File: src/rtl/ibuf_pkg.sv
// ---------------------------------------------------------------------------
// ibuf_pkg
// Shared constants for the ibuffer geometry and the read-burst FSM encoding.
//   IBUF_ADDR_W / IBUF_DATA_W : word address and word data widths
//   IBUF_BANKS x IBUF_BANK_DEPTH words; bank = addr[14:10]
//   IBUF_ADDR_MAX             : last legal word address
// ---------------------------------------------------------------------------
package ibuf_pkg;

    localparam int IBUF_ADDR_W     = 15;
    localparam int IBUF_DATA_W     = 128;
    localparam int IBUF_BANKS      = 24;
    localparam int IBUF_BANK_DEPTH = 1024;
    localparam int IBUF_ADDR_MAX   = IBUF_BANKS * IBUF_BANK_DEPTH - 1;

    typedef enum logic [1:0] {
        ST_IDLE  = 2'd0,
        ST_ISSUE = 2'd1,
        ST_DRAIN = 2'd2
    } rd_state_e;

endpackage

File: src/rtl/ibuf_rd_fifo.sv
// ---------------------------------------------------------------------------
// ibuf_rd_fifo
// Synchronous FIFO, DEPTH x WIDTH, first-word-fall-through read port with an
// occupancy count. DEPTH must be a power of two (pointers wrap naturally).
// Ports:
//   clk, rst_n          clock, async active-low reset (control only)
//   wr_en, wr_data      push; accepted when not full, or when full with a pop
//   rd_en               pop of the head entry when not empty
//   rd_data             head entry, forced to 0 while empty
//   full, empty, count  status
// ---------------------------------------------------------------------------
module ibuf_rd_fifo #(
    parameter int WIDTH = 129,
    parameter int DEPTH = 4
) (
    input  logic                       clk,
    input  logic                       rst_n,
    input  logic                       wr_en,
    input  logic [WIDTH-1:0]           wr_data,
    input  logic                       rd_en,
    output logic [WIDTH-1:0]           rd_data,
    output logic                       full,
    output logic                       empty,
    output logic [$clog2(DEPTH):0]     count
);

    localparam int PW = $clog2(DEPTH);
    localparam int CW = PW + 1;

    logic [WIDTH-1:0] mem [DEPTH];
    logic [PW-1:0]    wptr;
    logic [PW-1:0]    rptr;
    logic [CW-1:0]    cnt;
    logic             do_wr;
    logic             do_rd;

    assign empty = (cnt == '0);
    assign full  = (cnt == CW'(DEPTH));
    assign count = cnt;
    assign do_rd = rd_en && !empty;
    // A full FIFO still takes a write when the head leaves in the same cycle.
    assign do_wr = wr_en && (!full || do_rd);

    always_ff @(posedge clk or negedge rst_n) begin
        if (!rst_n) begin
            wptr <= '0;
            rptr <= '0;
            cnt  <= '0;
        end else begin
            if (do_wr) wptr <= wptr + PW'(1);
            if (do_rd) rptr <= rptr + PW'(1);
            case ({do_wr, do_rd})
                2'b10:   cnt <= cnt + CW'(1);
                2'b01:   cnt <= cnt - CW'(1);
                default: cnt <= cnt;
            endcase
        end
    end

    always_ff @(posedge clk) begin
        if (do_wr) mem[wptr] <= wr_data;
    end

    assign rd_data = empty ? '0 : mem[rptr];

endmodule

File: src/rtl/ibuf_rd_burst_gen.sv
// ---------------------------------------------------------------------------
// ibuf_rd_burst_gen
// Read-burst engine in front of ibuffer port a. Takes one descriptor
// (start address, beats-1), issues consecutive word reads with a last flag,
// collects returns in a credit-protected FIFO and streams them out.
// Ports:
//   cmd_valid/cmd_ready/cmd_addr/cmd_len    descriptor handshake
//   ibuf_cen/ibuf_wen/ibuf_addr/ibuf_last   request to ibuffer (wen tied 0)
//   ibuf_ready                              ibuffer accepts the request
//   ibuf_rdata/ibuf_rvalid/ibuf_rlast       returned data
//   ibuf_rready                             FIFO not full
//   m_valid/m_data/m_last/m_ready           output stream
//   busy                                    burst in progress (not IDLE)
//   done                                    1-cycle pulse after final return
//   err                                     sticky rlast mismatch
// ---------------------------------------------------------------------------
module ibuf_rd_burst_gen
    import ibuf_pkg::*;
#(
    parameter int DATA_W     = IBUF_DATA_W,
    parameter int ADDR_W     = IBUF_ADDR_W,
    parameter int LEN_W      = 12,
    parameter int FIFO_DEPTH = 4,
    parameter int ADDR_MAX   = IBUF_ADDR_MAX
) (
    input  logic              clk,
    input  logic              rst_n,
    input  logic              cmd_valid,
    output logic              cmd_ready,
    input  logic [ADDR_W-1:0] cmd_addr,
    input  logic [LEN_W-1:0]  cmd_len,
    output logic              ibuf_cen,
    output logic              ibuf_wen,
    output logic [ADDR_W-1:0] ibuf_addr,
    output logic              ibuf_last,
    input  logic              ibuf_ready,
    input  logic [DATA_W-1:0] ibuf_rdata,
    input  logic              ibuf_rvalid,
    input  logic              ibuf_rlast,
    output logic              ibuf_rready,
    output logic              m_valid,
    output logic [DATA_W-1:0] m_data,
    output logic              m_last,
    input  logic              m_ready,
    output logic              busy,
    output logic              done,
    output logic              err
);

    localparam int CW = $clog2(FIFO_DEPTH) + 1;

    rd_state_e         state;
    rd_state_e         state_nxt;
    logic [ADDR_W-1:0] addr_q;
    logic [LEN_W-1:0]  issue_cnt;
    logic [LEN_W-1:0]  ret_cnt;
    logic [CW-1:0]     outstanding;
    logic [CW-1:0]     fifo_count;
    logic              err_q;
    logic              done_q;
    logic              fifo_full;
    logic              fifo_empty;
    logic [DATA_W:0]   fifo_rd;
    logic              credit_ok;
    logic              req_fire;
    logic              ret_push;
    logic              ret_final;
    logic              cmd_acc;

    function automatic logic [ADDR_W-1:0] addr_wrap_inc(input logic [ADDR_W-1:0] a);
        return (a == ADDR_W'(ADDR_MAX)) ? '0 : a + ADDR_W'(1);
    endfunction

    // Requests in flight plus words already buffered may never exceed the
    // FIFO size, so every return is guaranteed a slot.
    assign credit_ok = ({1'b0, outstanding} + {1'b0, fifo_count}) < (CW+1)'(FIFO_DEPTH);
    assign req_fire  = (state == ST_ISSUE) && credit_ok && ibuf_ready;
    assign ret_push  = ibuf_rvalid && ibuf_rready;
    assign ret_final = (ret_cnt == '0);
    assign cmd_acc   = cmd_valid && (state == ST_IDLE);

    always_comb begin
        state_nxt = state;
        cmd_ready = 1'b0;
        ibuf_cen  = 1'b0;
        ibuf_last = 1'b0;
        case (state)
            ST_IDLE: begin
                cmd_ready = 1'b1;
                if (cmd_valid) state_nxt = ST_ISSUE;
            end
            ST_ISSUE: begin
                ibuf_cen  = credit_ok;
                ibuf_last = (issue_cnt == '0);
                if (req_fire && (issue_cnt == '0)) state_nxt = ST_DRAIN;
            end
            ST_DRAIN: begin
                if (ret_push && ret_final) state_nxt = ST_IDLE;
            end
            default: state_nxt = ST_IDLE;
        endcase
    end

    always_ff @(posedge clk or negedge rst_n) begin
        if (!rst_n) begin
            state       <= ST_IDLE;
            addr_q      <= '0;
            issue_cnt   <= '0;
            ret_cnt     <= '0;
            outstanding <= '0;
            err_q       <= 1'b0;
            done_q      <= 1'b0;
        end else begin
            state  <= state_nxt;
            done_q <= (state == ST_DRAIN) && ret_push && ret_final;

            if (cmd_acc) begin
                addr_q    <= cmd_addr;
                issue_cnt <= cmd_len;
                ret_cnt   <= cmd_len;
            end else begin
                if (req_fire) begin
                    addr_q <= addr_wrap_inc(addr_q);
                    if (issue_cnt != '0) issue_cnt <= issue_cnt - LEN_W'(1);
                end
                if (ret_push && !ret_final) ret_cnt <= ret_cnt - LEN_W'(1);
            end

            // rlast must agree with the locally counted final beat.
            if (cmd_acc)
                err_q <= 1'b0;
            else if (ret_push && (state != ST_IDLE) && (ibuf_rlast != ret_final))
                err_q <= 1'b1;

            case ({req_fire, ret_push})
                2'b10:   outstanding <= outstanding + CW'(1);
                2'b01:   outstanding <= outstanding - CW'(1);
                default: outstanding <= outstanding;
            endcase
        end
    end

    ibuf_rd_fifo #(
        .WIDTH (DATA_W + 1),
        .DEPTH (FIFO_DEPTH)
    ) u_fifo (
        .clk     (clk),
        .rst_n   (rst_n),
        .wr_en   (ret_push),
        .wr_data ({ret_final, ibuf_rdata}),
        .rd_en   (m_ready),
        .rd_data (fifo_rd),
        .full    (fifo_full),
        .empty   (fifo_empty),
        .count   (fifo_count)
    );

    assign ibuf_wen    = 1'b0;
    assign ibuf_addr   = addr_q;
    assign ibuf_rready = !fifo_full;
    assign m_valid     = !fifo_empty;
    assign m_data      = fifo_rd[DATA_W-1:0];
    assign m_last      = fifo_rd[DATA_W];
    assign busy        = (state != ST_IDLE);
    assign done        = done_q;
    assign err         = err_q;

`ifndef SYNTHESIS
    a_no_push_when_full: assert property (@(posedge clk) disable iff (!rst_n)
        !(ibuf_rvalid && fifo_full));
    a_cmd_addr_legal: assert property (@(posedge clk) disable iff (!rst_n)
        (cmd_valid && cmd_ready) |-> (cmd_addr <= ADDR_W'(ADDR_MAX)));
`endif

endmodule

File: config.mk
export PLATFORM = sky130hd
export DESIGN_NAME = ibuf_rd_burst_gen
export DESIGN_NICKNAME = d
export VERILOG_FILES = /design/src/rtl/ibuf_pkg.sv /design/src/rtl/ibuf_rd_fifo.sv /design/src/rtl/ibuf_rd_burst_gen.sv
export SDC_FILE = /design/constraint.sdc
export NUM_CORES = 1
export LEC_CHECK = 0
export BUFFER_PORTS_ARGS = -buffer_cell sky130_fd_sc_hd__buf_2
export CAP_MARGIN = 20
export CORE_MARGIN = 2
export CORE_UTILIZATION = 29
export DETAILED_ROUTE_END_ITERATION = 8
export PLACE_DENSITY = 0.54
export SLEW_MARGIN = 20
export SYNTH_ARGS = -nofsm -noshare
export SYNTH_HDL_FRONTEND = slang
export SYNTH_SLANG_ARGS = --single-unit
export TNS_END_PERCENT = 1
File: constraint.sdc
create_clock -name clk -period 7.4 [get_ports clk]
set_clock_uncertainty 0.1 [all_clocks]
set_input_delay 2.22 -clock clk [delete_from_list [all_inputs] [get_ports clk]]
set_output_delay 2.22 -clock clk [all_outputs]
set_load 0.01 [all_outputs]
==> impl_results.md <==
* Final setup margin at between 2000 and 2500 ps
* Post-Synth Adder-Cell Area at 0.8986%
* Non-Filler Instances at 2588
* Reg clk slew, reported paths at 50 ps
* Final Hold Viols at 0
* Final period util at 72.31%
* GPL Wtd Cong at 0.8351
* Met2 WL at 25.79 mm
* # clock sinks at 569
* Num CTS Buffers at 66
* Post-synthesis mux area share at 12.92%
* Routed Antenna Nets at 0
* Net Switching at between 3 and 4 mW
* Worst-path fanout max at 48
* Number of I/O pins at 315
* Seq/Total Area, Yosys at 74.57%
* Simple-gate share of the synthesized area at 7.511%
* Design area at about 28000 µm²
* CTS tree: built
* Cell Area, Synth at 22560 µm²
* DR iter-0 viols at 689
* CTS hold repair buffers at 0
* Yosys reg bits at between 500 and 600
* Layout cells sized above 1 at 37.09%
* Clock group share of total power at about 28%
* Largest net degree at the start of global routing at 84
* Row cnt at 102
* Pwr dens at roughly 420 nW/µm²
* CTS max path bufs at 3
* Post-Place Cells at 2466
* Flop pwr share at 39.8%
* Core ar. at 77210 µm²
* Critical Path Sink Type: output port
* Unrepaired setup endpoints after global routing: false
* Clk root buf: clkbuf_16
* Reg2Reg Setup Slack at just over 4000 ps
* CTS resizes at 0
* Htree depth at 3
* CP peak stage delay at between 900 and 1000 ps
* Commonest cells after routing, fill and taps aside: 516 x edfxtp_1, 313 x buf_2, 131 x and2_1
* Internal at 7.927 mW
* Place WS at 2539 ps
* Syn. warnings at 0
* Global-route wire length before repair at 77.65 mm
* Worst-path cell chain: buf_12 -> mux4_2 -> and2_1 -> buf_2
* Synth Net Count at roughly 1300
* Compound-Gate Fraction of Synth Area at 1.642%
* Post-synth top area cell: edfxtp_1
* Initial antenna violation count at 17
* Nets at 1671
* Clk Latency, worst-skew pair at about 600 ps
* Post-synthesis xor/xnor area fraction at 1.165%
* CP Launch Point: u_fifo.rptr[0]
* VDD IR-drop max at 0.0002103 V
* Gr ovfl total at 0
* Max-slew violations at 0
* Postcts setup bufs at 0
* Largest family of logic cells by synthesized area: multiplexers
* PortBufs at 313
* Vias/cell at between 4 and 5
* Met1 WL at 21.19 mm
* Gr usage total at 12.95%
* Worst slew pin tran at about 900 ps
* Vias in the first global route at 12830
* Slew HR at 39.28%
* Area after DPL at 25410 µm²
* Yosys top cell area share at 68.69%
* Post-layout min period at approximately 5400 ps
* Crit Path Class: reg2out
* Leak at 9.563 nW
* Area of the multi-input gates at 5474 µm²
* Drt wl/cell at 20.17 µm
* Vias at 11860
* Area occupied by registers at between 15000 and 20000 µm²
* Fillers at 7356
* FFs w/ async S/R, synth at 9.315%
* Cell count of the worst reg-to-reg path at 10
* Post-DP HPWL at 30.91 mm
* Power Total at 11.54 mW
* Crit-path slowest cell: dfrtp_4
* TNS Setup at 0 ps
* CP arrival at 3030 ps
* Routed WL at 52.20 mm
* Crit start category: flip-flop
* Hold Slack at about 380 ps
* Pre-antenna DRT Iters at 4
* Final Core Density at 35.76%
* Die H at 282.9 µm
* Final Setup Violations at 0
* Tightest Hold Check Type: reg2reg
* Top sig layer: met5
* Metal3 WL at 3.795 mm
* Switching portion of total power at 31.28%
* Die W at 282.9 µm
* Residual DRC at 0
* Area Overhead vs Synth at 22.41%
* Synthesized area per cell at 19.53 µm²
* Post-synth EDFFs at 516
* Main synth FF type: edfxtp_1
* Largest cells by area after synthesis: edfxtp_1 69%, mux4_2 13%, dfrtp_1 5.9%
* Count of max-cap constraint violations at 0
* Synth Instances at 1155
* Status: completed
* Netlist cell types at 58
* Max frequency at about 190 MHz
* Worst r2r dst: outstanding[2]
* Commonest non-fill, non-tap cell in the layout: edfxtp_1
* DIE AREA at 80030 µm²
* Required time of the critical path at roughly 5100 ps
* Crit path to: m_data[88]
* Worst R2R Start: u_fifo.count[2]
* Initial core utilization at 29.21%
* Comb power frac at 31.7%
==> cells by family after synthesis <==
| group | count (synthesis) |
|---|---|
| compound gates | 59 |
| xor+xnor | 30 |
| fa+ha+maj | 15 |
| buf+inv | 70 |
| flops | 569 |
| mux | 130 |
| other cells | 1 |
| simple gates | 281 |
==> layer usage <==
metal  track usage (%)  vias to the layer above
met5                 0                        -
met4             3.677                       26
met3             4.438                      105
met2             22.23                      320
met1             15.39                     6106
li1                  -                     5298
==> cell type report <==
cell class,count,area share (%)
diodes,3,0.02719
flip-flops and latches,569,60.95
clock inverters,39,1.708
well taps,1040,4.713
clock buffers,80,6.249
inverters,16,0.2175
repair buffers,325,6.317
multi-input cells,516,19.82
==> state kept, by name, indices dropped and copies added, names as in the netlist <==
name and flops:
u_fifo.rptr 2, err 1, outstanding 3, done 1, u_fifo.mem 516, ibuf_addr 15
u_fifo.count 3, u_fifo.wptr 2, ret_cnt 12, state 2, issue_cnt 12
==> cells in the mapped netlist (3+ instances only) <==
| cell | count |
|---|---|
| edfxtp_1 | 516 |
| and2_1 | 131 |
| mux4_2 | 129 |
| dfrtp_1 | 53 |
| clkbuf_1 | 32 |
| nor2_1 | 32 |
| nand2_1 | 25 |
| a21oi_1 | 19 |
| xnor2_1 | 19 |
| nand3_1 | 17 |
| buf_2 | 16 |
| o21ai_0 | 16 |
| inv_1 | 15 |
| ha_1 | 13 |
| nor4_1 | 13 |
| xor2_1 | 11 |
| and3_1 | 8 |
| nor3_1 | 8 |
| nand4_1 | 6 |
| or3_1 | 6 |
| a221o_1 | 5 |
| buf_1 | 5 |
| a21o_1 | 4 |
| o211ai_1 | 4 |
| or4_1 | 4 |
| nand3b_1 | 3 |
| nand4b_1 | 3 |
| nor3b_1 | 3 |
==> how the worst min path moves through the flow <==
| stage | cells past startpoint | from | to |
|---|---|---|---|
| finish | 1 | outstanding[2] | outstanding[2] |
| global route | 1 | outstanding[2] | outstanding[2] |
| floorplan | 1 | outstanding[2] | outstanding[2] |
| global placement | 1 | outstanding[2] | outstanding[2] |
| detailed placement | 1 | outstanding[2] | outstanding[2] |
| CTS | 1 | outstanding[2] | outstanding[2] |
==> power by group through the flow <==
stage / Sequential, mW / Combinational (mW) / Clock (mW)
2_1_floorplan: 4.58 / 2.44 / 0
3_3_place_gp: 4.63 / 3.80 / 0
3_5_place_dp: 4.66 / 3.80 / 0
4_1_cts: 4.60 / 3.81 / 3.39
5_1_grt: 4.67 / 4.06 / 3.51
6_report: 4.59 / 3.66 / 3.29
==> critical path, delay by kind of cell (launching register included) <==
| kind | cells | cell delay (ps) |
|---|---|---|
| and+or+nand+nor | 1 | 170 |
| muxes | 1 | 570 |
| DFF | 1 | 960 |
| buffers and inverters | 2 | 590 |
(Power assumes the default switching activity.)
